$ cat src/rtl/color_pkg.sv
// Shared colour codes, filter states and the raw-line classifier.
// Latency: n/a (types and a combinational helper only).
// Backpressure: n/a.
package color_pkg;

  // Committed/candidate colour code; also consumed by the downstream colour FSM
  typedef enum logic [2:0] {
    CODE_NONE     = 3'd0,
    CODE_RED      = 3'd1,
    CODE_GREEN    = 3'd2,
    CODE_BLUE     = 3'd3,
    CODE_CONFLICT = 3'd4
  } colorCode_t;

  // Filter qualification state
  typedef enum logic {
    STATE_WAIT = 1'b0,
    STATE_QUAL = 1'b1
  } filterState_t;

  // Map three synchronised sensor bits onto a single colour code
  function automatic colorCode_t classifyColor(input logic red, input logic green, input logic blue);
    colorCode_t code;
    case ({red, green, blue})
      3'b000:  code = CODE_NONE;
      3'b100:  code = CODE_RED;
      3'b010:  code = CODE_GREEN;
      3'b001:  code = CODE_BLUE;
      default: code = CODE_CONFLICT;
    endcase
    return code;
  endfunction

endpackage

$ cat src/rtl/color_sync2.sv
// Two-flop synchroniser for one asynchronous sensor line.
// Latency: 2 Clock edges from Raw to Sync.
// Backpressure: none; samples every cycle.
module color_sync2 (
  input  logic Clock,
  input  logic Reset,
  input  logic Raw,
  output logic Sync
);

  logic meta;

  // Shift the raw line through two flops to settle metastability
  always_ff @(posedge Clock or posedge Reset) begin
    if (Reset) begin
      meta <= 1'b0;
      Sync <= 1'b0;
    end else begin
      meta <= Raw;
      Sync <= meta;
    end
  end

endmodule

$ cat src/rtl/color_input_filter.sv
// Debounces three raw colour-sensor lines into one committed, mutually exclusive colour.
// Latency: 2 + STABLE_CYCLES edges from a stable raw pattern to the outputs.
// Backpressure: none; free-running sampler, downstream must accept every Change pulse.
module color_input_filter
  import color_pkg::*;
#(
  parameter int STABLE_CYCLES = 4,  // consecutive equal samples to commit, 2..255
  parameter int CNT_W         = 8   // must be wide enough to hold STABLE_CYCLES-1
) (
  input  logic Clock,
  input  logic Reset,
  input  logic RedRaw,
  input  logic GreenRaw,
  input  logic BlueRaw,
  output logic Red,
  output logic Green,
  output logic Blue,
  output logic Conflict,
  output logic Change
);

  localparam logic [CNT_W-1:0] CNT_MAX = CNT_W'(STABLE_CYCLES - 1);

  logic         redSync;
  logic         greenSync;
  logic         blueSync;
  colorCode_t   sample;
  colorCode_t   committed;
  colorCode_t   candidate;
  logic [CNT_W-1:0] cnt;
  filterState_t state;

  color_sync2 u_redSync   (.Clock(Clock), .Reset(Reset), .Raw(RedRaw),   .Sync(redSync));
  color_sync2 u_greenSync (.Clock(Clock), .Reset(Reset), .Raw(GreenRaw), .Sync(greenSync));
  color_sync2 u_blueSync  (.Clock(Clock), .Reset(Reset), .Raw(BlueRaw),  .Sync(blueSync));

  // Classify the synchronised bits into this cycle's sample code
  always_comb begin
    sample = classifyColor(redSync, greenSync, blueSync);
  end

  // Qualification FSM; the colour flags are reloaded only at commit so they
  // switch in a single edge and never show two colours or a gap between them
  always_ff @(posedge Clock or posedge Reset) begin
    if (Reset) begin
      state     <= STATE_WAIT;
      committed <= CODE_NONE;
      candidate <= CODE_NONE;
      cnt       <= '0;
      Red       <= 1'b0;
      Green     <= 1'b0;
      Blue      <= 1'b0;
      Conflict  <= 1'b0;
      Change    <= 1'b0;
    end else begin
      Change <= 1'b0;
      case (state)
        STATE_WAIT: begin
          if (sample == committed) begin
            cnt <= '0;
          end else begin
            candidate <= sample;
            cnt       <= CNT_W'(1);
            state     <= STATE_QUAL;
          end
        end
        STATE_QUAL: begin
          if (sample == candidate) begin
            // Saturating compare keeps the counter from ever passing CNT_MAX
            if (cnt >= CNT_MAX) begin
              committed <= candidate;
              Red       <= (candidate == CODE_RED);
              Green     <= (candidate == CODE_GREEN);
              Blue      <= (candidate == CODE_BLUE);
              Conflict  <= (candidate == CODE_CONFLICT);
              Change    <= 1'b1;
              cnt       <= '0;
              state     <= STATE_WAIT;
            end else begin
              cnt <= cnt + CNT_W'(1);
            end
          end else if (sample == committed) begin
            // Input fell back to the committed colour: drop the candidate silently
            cnt   <= '0;
            state <= STATE_WAIT;
          end else begin
            // A different new colour appeared: restart qualification on it
            candidate <= sample;
            cnt       <= CNT_W'(1);
          end
        end
        default: begin
          cnt   <= '0;
          state <= STATE_WAIT;
        end
      endcase
    end
  end

endmodule
$ cat config.mk
export PLATFORM = sky130hd
export DESIGN_NAME = color_input_filter
export DESIGN_NICKNAME = d
export VERILOG_FILES = /design/src/rtl/color_pkg.sv /design/src/rtl/color_sync2.sv /design/src/rtl/color_input_filter.sv
export SDC_FILE = /design/constraint.sdc
export NUM_CORES = 1
export LEC_CHECK = 0
export CORE_UTILIZATION = 49
export CTS_CLUSTER_SIZE = 16
export DETAILED_ROUTE_END_ITERATION = 7
export GPL_TIMING_DRIVEN = 0
export PLACE_DENSITY = 0.72
export REMOVE_ABC_BUFFERS = 1
export SLEW_MARGIN = 20
export SYNTH_ARGS = -nofsm -noshare
export SYNTH_HDL_FRONTEND = slang
export SYNTH_HIERARCHICAL = 1
export SYNTH_SLANG_ARGS = --single-unit
$ cat constraint.sdc
create_clock -name Clock -period 1.9 [get_ports Clock]
set_input_delay 0.38 -clock Clock [delete_from_list [all_inputs] [get_ports Clock]]
set_output_delay 0.38 -clock Clock [all_outputs]
set_load 0.02 [all_outputs]
==> results of run 1 <==
area by class of cell:
type	count	area, µm²	share of cell area
clock buffers	3	22.5	0.0159
inverters	6	22.5	0.0159
multi-input cells	58	509	0.359
flip-flops and latches	26	654	0.462
well taps	27	33.8	0.0238
repair buffers	21	175	0.124
Yosys cell counts (2+ instances only):
master    number  area, µm²
nand2_1        3       11.3
nand3_1        3       15.0
a21oi_1        2       10.0
o211ai_1       2       15.0
o21ai_0        2       10.0
xnor2_1        2       17.5
nor2_1         5       18.8
inv_1          6       22.5
nor3b_1        3       22.5
buf_6          2       22.5
mux2_2         9        101
dfrtp_1       26        651
final timing paths:
check,to,cells past startpoint
max in group asynchronous,cnt[2],2
worst max-delay path,Conflict,5
min in group Clock,u_blueSync/Sync,0
worst min register to register,u_blueSync/Sync,0
worst max register to register,Conflict,5
worst min-delay path,u_blueSync/Sync,2
power breakdown:
part / leakage [nW] / switching [mW] / internal (mW)
Combinational: 0.362 / 0.337 / 0.400
Clock: 0.0138 / 0.156 / 0.0745
Sequential: 0.314 / 0.146 / 0.684
Total: 0.689 / 0.639 / 1.16
worst max-delay path: stages (launching register included):
cell and delay (ns):
dfrtp_1 0.40, ha_2 0.17, or4_4 0.43, nor4_4 0.18
nand3b_4 0.29, mux2_4 0.33
repair_timing:
action	in CTS	in global routing
gates cloned	0	0
setup buffers	2	10
pin swaps	3	6
hold buffers	0	0
gates resized for setup	15	4
setup endpoints to repair	11	11
sequential cells by signal, indices dropped and copies added (netlist names):
name              flops
committed             3
Conflict              1
Change                1
u_greenSync/Sync      1
cnt                   8
state                 1
u_greenSync/meta      1
candidate             3
Blue                  1
u_redSync/meta        1
u_redSync/Sync        1
Green                 1
u_blueSync/meta       1
Red                   1
u_blueSync/Sync       1
per-layer routing:
layer  wire length (µm)  global-route usage
met5                  0                   0
met4                 55               0.119
met3                 27              0.0278
met2               1080               0.354
met1                999               0.254
kinds of logic (layout without fill, tap and decap cells):
family / Yosys count / in the layout / synth area share
AOI/OAI and AO/OA: 12 / 12 / 0.0759
xor gates and xnor gates: 2 / 2 / 0.0156
adders and majority gates: 2 / 2 / 0.0201
buffers and inverters: 9 / 30 / 0.0446
DFF: 26 / 26 / 0.580
muxes: 10 / 10 / 0.0993
other: 1 / 6 / 0.00335
and+or+nand+nor: 26 / 26 / 0.161
==> results.sh, run 1 <==
export IMPL_status="finished, violations left"
export IMPL_violations="negative setup slack"
export IMPL_dr_pass1_iters=4
export IMPL_max_slew_margin=0.511
export IMPL_finalSetupTns_ns=-0.00152
export IMPL_reg2reg_slack_ns=-0.002
export IMPL_period_needed_ns=1.90
export IMPL_fin_cells=141
export IMPL_wl_per_cell_um=15.4
export IMPL_holdWs_ns=0.276
export IMPL_slew_viol_final=0
export IMPL_async_flop_share=1.00
export IMPL_required_ns=2.12
export IMPL_arrival_ns=2.12
export IMPL_endpoint_kind="flip-flop"
export IMPL_synth_enable_flop_cells=0
export IMPL_gp_congestion=0.728
export IMPL_grt_first_pass_wirelength_um=3660
export IMPL_nFillCells=141
export IMPL_cts_buffers=3
export IMPL_clock_path_buffers=2
export IMPL_period_share=1.00
export IMPL_antennaDiodeCount=0
export IMPL_layout_commonest_cell="dfrtp_1"
export IMPL_synthToLayoutAreaGrowth_pct=26.5
export IMPL_rows=16
export IMPL_wl_um=2170
export IMPL_worstSkewPairLatency_ns=0.32
export IMPL_ir_drop_v=0.000773
export IMPL_vias=736
export IMPL_synthFlopType="dfrtp_1"
export IMPL_power_density_mw_per_mm2=1270
export IMPL_fmax_mhz=526
export IMPL_rsz0062_at_grt="true"
export IMPL_utilization=0.688
export IMPL_root_buffer="clkbuf_4"
export IMPL_hold_class="input port to async pin"
export IMPL_crit_fanout=8
export IMPL_syn_avg_cell_area_um2=12.7
export IMPL_power_total_mw=1.80
export IMPL_ys_types=35
export IMPL_grt_pass1_vias=811
export IMPL_initial_core_util=0.544
export IMPL_dpl_cell_area_mm2=0.00124
export IMPL_dp_cells=126
export IMPL_cts_tree="done"
export IMPL_final_nets=122
export IMPL_criticalPathCategory="flip-flop to flip-flop"
export IMPL_design_area_mm2=0.00142
export IMPL_die_h_um=49.8
export IMPL_drv_cap=0
export IMPL_dieArea_mm2=0.00248
export IMPL_ant_nets=0
export IMPL_drtIter0Drc=7
export IMPL_synth_cells=88
export IMPL_path_clk_slew_ns=0.13
export IMPL_start_kind="flip-flop"
export IMPL_cts_sinks=26
export IMPL_ys_seq_elements=26
export IMPL_globalRouteOverflowTotal=0
export IMPL_antenna_found_initial=0
export IMPL_ys_warn_count=6
export IMPL_fp_coreArea_mm2=0.00206
export IMPL_place_hpwl_um=1350
export IMPL_num_io_pins=10
export IMPL_drive_gt1_frac=0.360
export IMPL_p_leak_nw=0.689
export IMPL_pre_cts_ws_ns=-0.343
export IMPL_final_hold_viol_count=0
export IMPL_grt_max_degree=21
export IMPL_portBuffers=9
export IMPL_mostFrequentLayoutCells="dfrtp_1, buf_4, clkdlybuf4s50_1"
export IMPL_netlist_area_mm2=0.00112
export IMPL_die_width_um=49.8
export IMPL_drc=0
export IMPL_startpoint="cnt[0]"
export IMPL_track_usage=0.209
export IMPL_vias_per_cell=5.22
export IMPL_skew_ns=0.00111
export IMPL_htreeDepth=1
export IMPL_seq_area_frac_synth=0.580
export IMPL_finalSetupViolCount=1
export IMPL_worst_pin_slew_ns=0.733
export IMPL_layout_setup_ws_ns=-0.00152
export IMPL_regToRegStartpoint="cnt[0]"
Note: power is estimated with default switching activity, not from simulation.
==> run 2: changes to the inputs <==
SYNTH_HIERARCHICAL = unset   (was 1)
==> run 2 against run 1 <==
The run still ends with negative setup slack left. Critical path depth unchanged. Register-to-register slack lost 0.09 ns. Count of clock-buffer cells in the layout increased by 1. Non-clock buffer count down 1. Total power is 1.8% higher. Area after synthesis is 3.2% lower. Via count is 12% lower. Core utilization is 0.68 points lower. Design area decreased by 2.9%. Wire length shrank 28%. Global-route usage decreased by 5.5 points. Largest power group unchanged.
==> results.sh, run 2 <==
export IMPL_largest_reg_flops=8
export IMPL_rows=16
export IMPL_synth_area_leader_cell="dfrtp_1"
export IMPL_fin_cells=130
export IMPL_hold_depth=0
export IMPL_skew_ns=0.0118
export IMPL_synth_top_cell_area_share=0.600
export IMPL_mostFrequentLayoutCells="dfrtp_1, mux2_4, clkdlybuf4s50_1, buf_4, conb_1"
export IMPL_yosysMostFrequentCell="dfrtp_1"
export IMPL_vias_per_cell=4.98
export IMPL_grt_util_met2=0.264
export IMPL_slew_viol_final=0
export IMPL_final_nets=110
export IMPL_worstSkewPairLatency_ns=0.31
export IMPL_endpoint_kind="flip-flop"
export IMPL_finalSetupViolCount=12
export IMPL_min_from="u_redSync.meta"
export IMPL_required_ns=2.10
export IMPL_arrival_ns=2.19
export IMPL_finalSetupTns_ns=-0.715
export IMPL_pre_cts_ws_ns=-0.205
export IMPL_drc=0
export IMPL_status="finished, violations left"
export IMPL_drv_cap=0
export IMPL_ir_drop_v=0.000692
export IMPL_reg_largest_list="cnt: 8 flops, candidate: 3 flops, committed: 3 flops"
export IMPL_crit_fanout=4
export IMPL_busiest_layer="met2"
export IMPL_synthFlopType="dfrtp_1"
export IMPL_seq_area_frac_synth=0.600
export IMPL_ys_seq_elements=26
export IMPL_regToRegStartpoint="u_blueSync.Sync"
export IMPL_grtUsageMet3=0.0374
export IMPL_period_needed_ns=1.99
export IMPL_antenna_found_initial=0
export IMPL_holdPathEnd="u_redSync.Sync"
export IMPL_top_register="cnt"
export IMPL_yosys_top_cells_area="dfrtp_1, mux2_4, mux2_2, nor3b_1, buf_6"
export IMPL_antennaDiodeCount=0
export IMPL_cts_tree="done"
export IMPL_cts_buffers=3
export IMPL_ant_nets=0
export IMPL_track_usage=0.153
export IMPL_wl_per_cell_um=11.9
export IMPL_regToRegEndpoint="candidate[2]"
export IMPL_ys_types=27
export IMPL_die_width_um=49.1
export IMPL_fp_coreArea_mm2=0.00202
export IMPL_dieArea_mm2=0.00241
export IMPL_synth_enable_flop_cells=0
export IMPL_start_kind="flip-flop"
export IMPL_num_io_pins=10
export IMPL_portBuffers=9
export IMPL_p_leak_nw=0.642
export IMPL_layout_setup_ws_ns=-0.0901
export IMPL_period_share=1.05
export IMPL_async_flop_share=1.00
export IMPL_clock_path_buffers=2
export IMPL_initial_core_util=0.537
export IMPL_fmax_mhz=502
export IMPL_cts_sinks=26
export IMPL_synthTopCellsByCount="dfrtp_1, mux2_4, nor2_1, nor3b_1"
export IMPL_hold_class="flip-flop to flip-flop"
export IMPL_layout_commonest_cell="dfrtp_1"
export IMPL_reg2reg_depth=5
export IMPL_reg2reg_slack_ns=-0.09
export IMPL_grt_pass1_vias=626
export IMPL_worst_pin_slew_ns=0.861
export IMPL_hold_buffers=0
export IMPL_criticalPathCategory="flip-flop to flip-flop"
export IMPL_ys_warn_count=0
export IMPL_netlist_area_mm2=0.00108
export IMPL_final_hold_viol_count=0
export IMPL_drive_gt1_frac=0.350
export IMPL_wl_um=1550
export IMPL_dp_cells=115
export IMPL_power_density_mw_per_mm2=1330
export IMPL_violations="negative setup slack"
export IMPL_synth_cells=76
export IMPL_gp_congestion=0.840
export IMPL_syn_avg_cell_area_um2=14.3
export IMPL_place_hpwl_um=986
export IMPL_dr_pass1_iters=4
export IMPL_die_h_um=49.1
export IMPL_root_buffer="clkbuf_4"
export IMPL_vias=648
export IMPL_grt_max_degree=27
export IMPL_synthToLayoutAreaGrowth_pct=26.9
export IMPL_htreeDepth=1
export IMPL_use_met1=0.179
export IMPL_rsz0062_at_grt="true"
export IMPL_drtIter0Drc=5
export IMPL_globalRouteOverflowTotal=0
export IMPL_grt_first_pass_wirelength_um=2700
export IMPL_path_clk_slew_ns=0.13
export IMPL_max_slew_margin=0.422
## run 2: cell types whose count changed in the layout (fill, tap and decap cells not counted), moves of 2 or more
cell / delta
o211ai_1: -2
mux2_4: +2
inv_1: -4
a21oi_2: -2
buf_6: +2
clkbuf_2: -2
o21ai_0: -2
## run 2: worst max-delay path by stage
stage                         start           end  slack, ns  cells past startpoint
floorplan           u_blueSync.Sync  candidate[0]      -0.05                      5
global placement             cnt[0]  committed[0]      -0.16                      5
detailed placement           cnt[0]  committed[0]      -0.20                      5
CTS                  u_redSync.Sync           Red      -0.09                      5
global route         u_redSync.Sync           Red      -0.13                      5
finish              u_blueSync.Sync  candidate[2]      -0.09                      5
## run 2: repair_timing
action / 4_1_cts / 5_1_grt
pin swaps: 5 / 1
resized for setup: 10 / 5
endpoints found under the setup margin: 10 / 11
buffers inserted: 7 / 4
cloned: 0 / 0
## run 2: area by class of cell
class / count / area (µm²)
Multi-Input combinational cell: 50 / 459
Fill cell: 153 / 646
Clock buffer: 4 / 36.3
Sequential cell: 26 / 656
Timing Repair Buffer: 20 / 180
Tap cell: 27 / 33.8
Inverter: 3 / 11.3
## run 2: power by group
part	total, mW	internal (mW)	leakage [nW]	switching, mW
Clock	0.264	0.117	0.0210	0.147
Sequential	0.819	0.690	0.312	0.129
Combinational	0.748	0.459	0.309	0.289
## run 2: cells by family after synthesis
family,share of synthesized area
DFF,0.600
and+or+nand+nor,0.168
muxes,0.128
buffers and inverters,0.0311
AOI/OAI and AO/OA,0.0323
adders and majority gates,0.0208
xor gates and xnor gates,0.0162
other,0.00346
## run 2: worst max-delay path, stage by stage, from the launching register on
cell     delay (ns)
dfrtp_2        0.45
or4_1          0.50
a311o_1        0.29
nand3_2        0.12
a211o_4        0.19
mux2_2         0.33
## run 2: layer usage
layer,vias to the layer above,share of wire
met5,-,0
met4,0,0.012
met3,2,0.027
met2,10,0.51
met1,313,0.45
li1,323,-
## run 2: stage by stage
stage	util	power [mW]	area [µm²]	hold WS, ns
2_1_floorplan	-	1.23	1080	0.331
3_3_place_gp	0.596	1.39	1200	0.334
3_5_place_dp	0.596	1.40	1200	0.338
4_1_cts	0.660	1.77	1330	0.370
5_1_grt	0.681	1.95	1380	0.385
6_report	0.681	1.83	1380	0.366
==> run 3: changes to the inputs <==
CAP_MARGIN = 20   (was unset)
CORE_ASPECT_RATIO = 0.8   (was unset)
CORE_MARGIN = 2   (was unset)
==> run 3 against run 2 <==
The run still ends with negative setup slack left. Total power increased by 3.8%. Sequential share of layout area shrank 0.60 points. Count of clock-buffer cells in the layout down 1. Non-clock buffer count grew 2. Hold slack worse by 0.0027 ns. Clock power up 43%. Wire length grew 16%. Combinational power down 6.7%. Design area rose by 1.1%. Critical path type unchanged. Largest cell class unchanged. Highest routed layer unchanged.
==> results.sh, run 3 (synthesis results as in run 2) <==
export IMPL_status="finished, violations left"
export IMPL_violations="negative setup slack"
export IMPL_slowest_stage="or4_1"
export IMPL_track_usage=0.166
export IMPL_grt_first_pass_wirelength_um=3130
export IMPL_drive_gt1_frac=0.343
export IMPL_crit_chain="or4_1 > a311o_1 > nand3_2 > a211o_4 > mux2_2"
export IMPL_hold_buffers=0
export IMPL_path_clk_slew_ns=0.13
export IMPL_hold_class="flip-flop to flip-flop"
export IMPL_reg_largest_list="cnt: 8 flops, candidate: 3 flops, committed: 3 flops"
export IMPL_die_h_um=46.1
export IMPL_max_slew_margin=0.384
export IMPL_wl_um=1800
export IMPL_top_register="cnt"
export IMPL_antennaDiodeCount=0
export IMPL_root_buffer="clkbuf_4"
export IMPL_final_hold_viol_count=0
export IMPL_worst_pin_slew_ns=0.922
export IMPL_rows=15
export IMPL_dieArea_mm2=0.00261
export IMPL_skew_ns=0.00506
export IMPL_drtIter0Drc=17
export IMPL_final_nets=112
export IMPL_critPathMaxStageDelay_ns=0.52
export IMPL_nFillCells=168
export IMPL_criticalPathCategory="flip-flop to flip-flop"
export IMPL_fmax_mhz=504
export IMPL_p_clk_frac=0.199
export IMPL_use_met1=0.204
export IMPL_dp_cells=113
export IMPL_layout_setup_ws_ns=-0.0848
export IMPL_crit_fanout=4
export IMPL_required_ns=2.14
export IMPL_portBuffers=9
export IMPL_holdWs_ns=0.364
export IMPL_initial_core_util=0.512
export IMPL_drc=0
export IMPL_vias_per_cell=5.29
export IMPL_synthToLayoutAreaGrowth_pct=28.3
export IMPL_mostFrequentLayoutCells="dfrtp_1, buf_4, mux2_4, clkdlybuf4s50_1, conb_1"
export IMPL_combPwrFrac=0.367
export IMPL_power_total_mw=1.90
export IMPL_power_density_mw_per_mm2=1370
export IMPL_slew_viol_final=0
export IMPL_sequentialPowerShare=0.434
export IMPL_place_hpwl_um=1010
export IMPL_ir_drop_v=0.000895
export IMPL_antenna_found_initial=0
export IMPL_p_leak_nw=0.663
export IMPL_drv_cap=0
export IMPL_rsz0062_at_grt="true"
export IMPL_period_needed_ns=1.98
export IMPL_busiest_layer="met2"
export IMPL_wl_per_cell_um=13.8
export IMPL_worstSkewPairLatency_ns=0.33
export IMPL_grt_max_degree=27
export IMPL_period_share=1.04
export IMPL_p_int_mw=1.32
export IMPL_globalRouteOverflowTotal=0
export IMPL_cts_tree="done"
export IMPL_vias=688
export IMPL_cts_sinks=26
export IMPL_endpoint_kind="flip-flop"
export IMPL_cts_buffers=3
export IMPL_die_width_um=56.6
export IMPL_p_sw_uw=577
export IMPL_swShare=0.304
export IMPL_clock_path_buffers=2
export IMPL_htreeDepth=1
export IMPL_grtUsageMet3=0.0590
export IMPL_grt_util_met2=0.286
export IMPL_num_io_pins=10
export IMPL_finalSetupViolCount=10
export IMPL_dpl_cell_area_mm2=0.00120
export IMPL_layout_commonest_cell="dfrtp_1"
export IMPL_arrival_ns=2.22
export IMPL_ant_nets=0
export IMPL_dr_pass1_iters=4
export IMPL_grt_pass1_vias=684
export IMPL_start_kind="flip-flop"
export IMPL_largest_reg_flops=8
export IMPL_gp_congestion=0.786
export IMPL_fin_cells=130
export IMPL_fp_coreArea_mm2=0.00212
export IMPL_design_area_mm2=0.00139
==> run 3: path summary, 6_finish.rpt <==
kind | startpoint | end | slack (ns) | cells past startpoint
setup reg to reg | u_redSync.Sync | candidate[2] | -0.08 | 5
setup / recovery | u_redSync.Sync | candidate[2] | -0.08 | 5
hold / removal | u_greenSync.meta | u_greenSync.Sync | 0.36 | 0
min in group asynchronous | Reset | Red | 0.53 | 2
hold reg to reg | u_greenSync.meta | u_greenSync.Sync | 0.36 | 0
max in group asynchronous | Reset | u_redSync.Sync | 0.75 | 2
==> run 3: cell type report <==
class / instances / area [µm²] / area share
clock buffers: 3 / 22.5 / 0.0162
clock inverters: 1 / 30.0 / 0.0216
inverters: 3 / 11.3 / 0.00809
multi-input cells: 50 / 454 / 0.326
flip-flops and latches: 26 / 654 / 0.470
well taps: 25 / 31.3 / 0.0225
repair buffers: 22 / 188 / 0.135
==> run 3: layer usage <==
layer,vias up,wire length [µm],part of all wire
met2,13,906,0.50
li1,326,-,-
met1,347,775,0.43
met5,-,0,0
met3,2,88,0.049
met4,0,27,0.015
==> run 3: power by group through the flow <==
stage                     clock network [mW]  registers, mW  logic (mW)
after floorplan                            0          0.864       0.365
after global placement                     0          0.838       0.550
final                                  0.377          0.824       0.698
after global routing                   0.409          0.845       0.751
after CTS                              0.389          0.820       0.658
after detailed placement                   0          0.846       0.557
==> run 3: stage by stage <==
| stage | setup TNS, ns | worst slack [ns] | utilization |
|---|---|---|---|
| floorplan | -0.474 | -0.0503 | - |
| global placement | -1.57 | -0.166 | 0.567 |
| detailed placement | -1.88 | -0.190 | 0.567 |
| CTS | -0.809 | -0.0915 | 0.648 |
| global route | -1.48 | -0.156 | 0.656 |
| finish | -0.726 | -0.0848 | 0.656 |
==> run 3: repair_timing <==
action | in CTS | in global routing
pin swaps | 3 | 1
buffers inserted | 12 | 1
endpoints found under the setup margin | 10 | 13
gates resized for setup | 7 | 4
==> run 3: worst max-delay path, delay by kind of cell, from the launching register on <==
| family | cells | cell delay [ns] |
|---|---|---|
| flip-flops | 1 | 0.44 |
| multiplexers | 1 | 0.33 |
| AO/OA/AOI/OAI | 2 | 0.47 |
| AND/OR/NAND/NOR | 2 | 0.64 |
